--- config.mk ---
export PLATFORM = sky130hd
export DESIGN_NAME = parity_rr_scheduler
export DESIGN_NICKNAME = d
export VERILOG_FILES = /design/src/rtl/parity_rr_scheduler.sv
export SDC_FILE = /design/constraint.sdc
export NUM_CORES = 1
export LEC_CHECK = 0
export BUFFER_PORTS_ARGS = -buffer_cell sky130_fd_sc_hd__buf_2
export CAP_MARGIN = 20
export CELL_PAD_IN_SITES_DETAIL_PLACEMENT = 0
export CELL_PAD_IN_SITES_GLOBAL_PLACEMENT = 1
export CORE_ASPECT_RATIO = 0.5
export CORE_MARGIN = 10
export CORE_UTILIZATION = 34
export CTS_BUF_LIST = sky130_fd_sc_hd__clkbuf_4 sky130_fd_sc_hd__clkbuf_8 sky130_fd_sc_hd__clkbuf_16
export CTS_CLUSTER_DIAMETER = 150
export CTS_CLUSTER_SIZE = 40
export DETAILED_ROUTE_END_ITERATION = 8
export PLACE_DENSITY = 0.89
export SETUP_SLACK_MARGIN = 0.5
export SYNTH_ARGS = -nofsm -noshare
export SYNTH_HDL_FRONTEND = slang
export SYNTH_SLANG_ARGS = --single-unit
--- constraint.sdc ---
create_clock -name clk -period 5 [get_ports clk]
set_input_delay 0.5 -clock clk [delete_from_list [all_inputs] [get_ports clk]]
set_output_delay 0.5 -clock clk [all_outputs]
set_load 0.01 [all_outputs]
--- src/rtl/parity_rr_scheduler.sv ---
// Round-robin shared even-parity generator: one requester is served per result,
// tagged with its id. Optional PRS_STATS_EN adds a saturating completed-result counter.
module parity_rr_scheduler #(
  parameter  int NREQ = 4,
  parameter  int DW   = 8,
  localparam int IW   = $clog2(NREQ)
) (
  input  logic              clk,
  input  logic              rst,
  input  logic [NREQ-1:0]   req_valid,
  input  logic [NREQ*DW-1:0] req_data,
  output logic [NREQ-1:0]   req_ready,
  output logic              res_valid,
  input  logic              res_ready,
  output logic [IW-1:0]     res_id,
  output logic [DW-1:0]     res_data,
  output logic              res_parity
`ifdef PRS_STATS_EN
  , output logic [15:0]     res_cnt
`endif
);

  typedef enum logic {IDLE, BUSY} state_t;

  state_t        state, state_nxt;
  logic [IW-1:0] rr_ptr;
  logic [IW-1:0] grant;
  logic [IW-1:0] cand;
  logic          any_valid;
  logic [DW-1:0] grant_data;
  logic          accept;

  // Scan farthest-first so the nearest valid requester after rr_ptr wins.
  always_comb begin
    grant     = '0;
    cand      = '0;
    any_valid = 1'b0;
    for (int k = NREQ; k >= 1; k--) begin
      cand = IW'((int'(rr_ptr) + k) % NREQ);
      if (req_valid[cand]) begin
        grant     = cand;
        any_valid = 1'b1;
      end
    end
  end

  always_comb begin
    grant_data = '0;
    for (int i = 0; i < NREQ; i++) begin
      if (IW'(i) == grant) grant_data = req_data[i*DW +: DW];
    end
  end

  assign accept = (state == IDLE) && any_valid;

  // Gated by rst so a requester is never offered a slot while the block is held in reset.
  always_comb begin
    req_ready = '0;
    if (accept && !rst) req_ready = {{(NREQ-1){1'b0}}, 1'b1} << grant;
  end

  always_comb begin
    state_nxt = state;
    case (state)
      IDLE:    if (any_valid) state_nxt = BUSY;
      BUSY:    if (res_ready) state_nxt = IDLE;
      default: state_nxt = IDLE;
    endcase
  end

  always_ff @(posedge clk or posedge rst) begin
    if (rst) begin
      state      <= IDLE;
      rr_ptr     <= IW'(NREQ - 1);
      res_valid  <= 1'b0;
      res_id     <= '0;
      res_data   <= '0;
      res_parity <= 1'b0;
    end else begin
      state <= state_nxt;
      if (accept) begin
        res_data   <= grant_data;
        res_parity <= ^grant_data;
        res_id     <= grant;
        rr_ptr     <= grant;
        res_valid  <= 1'b1;
      end else if ((state == BUSY) && res_ready) begin
        res_valid <= 1'b0;
      end
    end
  end

`ifdef PRS_STATS_EN
  always_ff @(posedge clk or posedge rst) begin
    if (rst) begin
      res_cnt <= '0;
    end else if (res_valid && res_ready && (res_cnt != 16'hFFFF)) begin
      res_cnt <= res_cnt + 16'd1;
    end
  end
`endif

endmodule

==> metrics.md <==
| Metric | Value |
|---|---|
| Data required, critical path | `approximately 4.5 ns` |
| Final HPWL DP | `~2300 um` |
| Crit end category | `output port` |
| Final setup fails | `0` |
| Internal | `roughly 0.35 mW` |
| Detailed Routing Iterations Pass 1 | `4` |
| Vias in the first global route | `about 990` |
| Post-synthesis async set-or-reset flop share | `1.00` |
| Cell chain of the critical path | `nand3b_1 -> a31oi_4 -> nand3_1 -> nor2b_1 -> buf_2` |
| Vias per cell | `approximately 4.6` |
| Tmin final | `~2.6 ns` |
| CP top delay family | `compound AO/OA/AOI/OAI gates` |
| Slowest stage delay, CP | `around 0.65 ns` |
| LEAKAGE | `0.745 nW` |
| Area of placed instances | `approximately 0.0013 sq mm` |
| Post-DRT Antenna Nets | `0` |
| Maximum root-to-sink buffer count | `2` |
| Clock power frac | `0.186` |
| Mux cell area share after synthesis | `0.246` |
| GP Congestion | `between 0.6 and 0.7` |
| Clock sink count | `15` |
| Startpoint Class | `flip-flop` |
| Logic pwr share | `0.487` |
| DIE WIDTH | `roughly 99 um` |
| Clock-pin slew on the worst setup and hold paths | `approximately 0.060 ns` |
| Total Negative Setup Slacks | `0 ns` |
| Starting Density | `0.353` |
| Reg-to-Reg End | `res_parity$_DFFE_PP0P_` |
| Ratio of cells with drive above 1 in the final layout | `0.414` |
| Simple-Gate Fraction of Synth Area | `0.203` |
| Sequential area share after synthesis | `0.357` |
| Finished Cell Area | `~0.0014 sq mm` |
| Worst-Skew Late Latency | `~0.24 ns` |
| Die Height | `between 50 and 60 um` |
| Pin count of the biggest net entering global routing | `21` |
| Max-slew violations | `0` |
| Root Buffer | `clkbuf_8` |
| Compound-Gate Fraction of Synth Area | `0.0816` |
| Total power | `between 0.5 and 0.6 mW` |
| Outcome | `finished clean` |
| H-Tree Depth | `1` |
| Overflow after GRT | `0` |
| Number of synthesized register bits | `15` |
| Buffers on Ports | `between 50 and 60` |
| Post-synthesis instance area | `approximately 0.0011 sq mm` |
| Slew @ Worst Pin | `between 0.7 and 0.8 ns` |
| Post-synth EDFFs | `0` |
| Fin crit share | `0.517` |
| Achievable clock frequency | `roughly 0.39 GHz` |
| Avg Cell Area, Syn | `just under 10 sq um` |
| Max transition margin | `0.489` |
| Hold_buf cts | `0` |
| Synth Instances | `110` |
| RSZ-0062 raised after global routing | `false` |
| Area grow syn2layout | `29.8%` |
| Adder-cell share of the synthesized area | `0` |
| Post-Synth XOR/XNOR Area | `0.0579` |
| Top FF cell, synth | `dfrtp_1` |
| Skew final | `between 0.001 and 0.0015 ns` |
| WP buf/inv | `1` |
| Ant diodes | `0` |
| Die area | `slightly below 0.006 sq mm` |
| Hold WS | `between 0.3 and 0.4 ns` |
| Initial antenna violation count | `0` |
| WL final | `2700 um` |
| Row cnt | `14` |
| Syn_nets | `approximately 150` |
| Sw frac | `0.358` |
| Ports | `55` |
| Most frequent cells in the layout | `54 x buf_2, 28 x nand2_1, 26 x mux2i_1` |
| Detailed-route via count | `approximately 940` |
| CP max stage cell | `a31oi_4` |
| Core Util, Final | `0.459` |
| Global-route wire length before repair | `roughly 4400 um` |
| CTS buffer count | `3` |
| Sequential share of power | `0.328` |
| CP max FO | `20` |
| Global Route Usage Sum | `0.0903` |
| CORE AREA | `between 0.002 and 0.003 sq mm` |
| Worst R2R Path Depth | `8` |
| Post-synthesis cell type count | `25` |
| Wire per inst | `~13 um` |
| Worst VDD drop | `0.000133 V` |
| Worst Path Arrival | `around 2.1 ns` |
| # resized after CTS | `0` |
| Hold crit path type | `input pin to asynchronous set/reset pin` |
| FF-to-FF Start | `rr_ptr[1]$_DFFE_PP1P_` |
| Flop-to-flop setup slack | `around 2.5 ns` |
| Main combinational cell family by area after synthesis | `multiplexers` |
| Kind of critical path | `flip-flop to output port` |
| Most common cell after layout, fill and taps aside | `buf_2` |
| Yosys warnings | `0` |
| DRC | `0` |
| CTS tree | `done` |
| DRT iter0 DRCs | `33` |
| Total of max-cap violations | `0` |
| Setup Buffers After CTS | `0` |
| Fin. Hold Viols | `0` |
| Pwr Density | `401 mW/mm^2` |
| Switching power | `approximately 0.20 mW` |
| Fin nets | `202` |
==> worst max path at each step <==
stage                          start                     end  slack (ns)  cells past startpoint
2_1_floorplan           req_valid[3]            req_ready[1]        2.88                      5
5_1_grt        rr_ptr[1]$_DFFE_PP1P_            req_ready[3]        2.24                      5
3_3_place_gp            req_valid[0]  res_parity$_DFFE_PP0P_        2.44                      9
3_5_place_dp            req_valid[0]  res_parity$_DFFE_PP0P_        2.40                      9
4_1_cts        rr_ptr[1]$_DFFE_PP1P_            req_ready[3]        2.38                      5
6_report       rr_ptr[1]$_DFFE_PP1P_            req_ready[3]        2.41                      5
==> kinds of logic (layout without fill, tap and decap cells) <==
group / after synthesis / in the layout
AO/OA/AOI/OAI: 7 / 7
XOR/XNOR: 7 / 7
buffers and inverters: 7 / 59
flip-flops: 15 / 15
multiplexers: 26 / 26
AND/OR/NAND/NOR: 48 / 48
==> cell usage after synthesis, types with 2 or more instances <==
library cell	n	area share
xnor2_1	7	0.058
nand2_1	28	0.099
dfstp_2	2	0.050
nor4_1	2	0.012
dfrtp_1	13	0.31
nand2b_1	2	0.012
buf_6	2	0.021
nor2b_1	2	0.012
clkbuf_1	3	0.011
nor2_1	8	0.028
mux2i_1	26	0.25
a21o_2	2	0.017
==> metal layers <==
| layer | part of all wire | global-route usage | vias up |
|---|---|---|---|
| met5 | 0 | 0 | - |
| met4 | 0 | 0.0243 | 0 |
| met3 | 0.041 | 0.0291 | 0 |
| met2 | 0.59 | 0.186 | 16 |
| met1 | 0.37 | 0.0847 | 447 |
| li1 | - | - | 475 |
==> through the flow <==
step           instances  setup WS, ns
2_1_floorplan        110          2.88
3_3_place_gp         198          2.44
3_5_place_dp         198          2.40
4_1_cts              202          2.38
5_1_grt              202          2.24
6_report             202          2.41
==> flip-flops by register name (all words and copies together) (netlist names) <==
register / count
res_data: 8
res_id: 2
rr_ptr: 2
res_parity: 1
res_valid: 1
state: 1
==> power by group through the flow <==
| stage | Clock [mW] | Combinational [mW] | Sequential (mW) |
|---|---|---|---|
| 6_report | 0.102 | 0.268 | 0.180 |
| 4_1_cts | 0.105 | 0.274 | 0.181 |
| 5_1_grt | 0.111 | 0.296 | 0.185 |
| 3_3_place_gp | 0 | 0.269 | 0.182 |
| 3_5_place_dp | 0 | 0.273 | 0.183 |
| 2_1_floorplan | 0 | 0.202 | 0.195 |
==> layout make-up <==
cell class              count  area (sq um)
fillers                   294          1620
inverters                   1          3.75
flip-flops and latches     15           378
well taps                  40          50.0
multi-input cells          88           623
clock buffers               4          48.8
repair buffers             54           270
(Power assumes the default switching activity.)
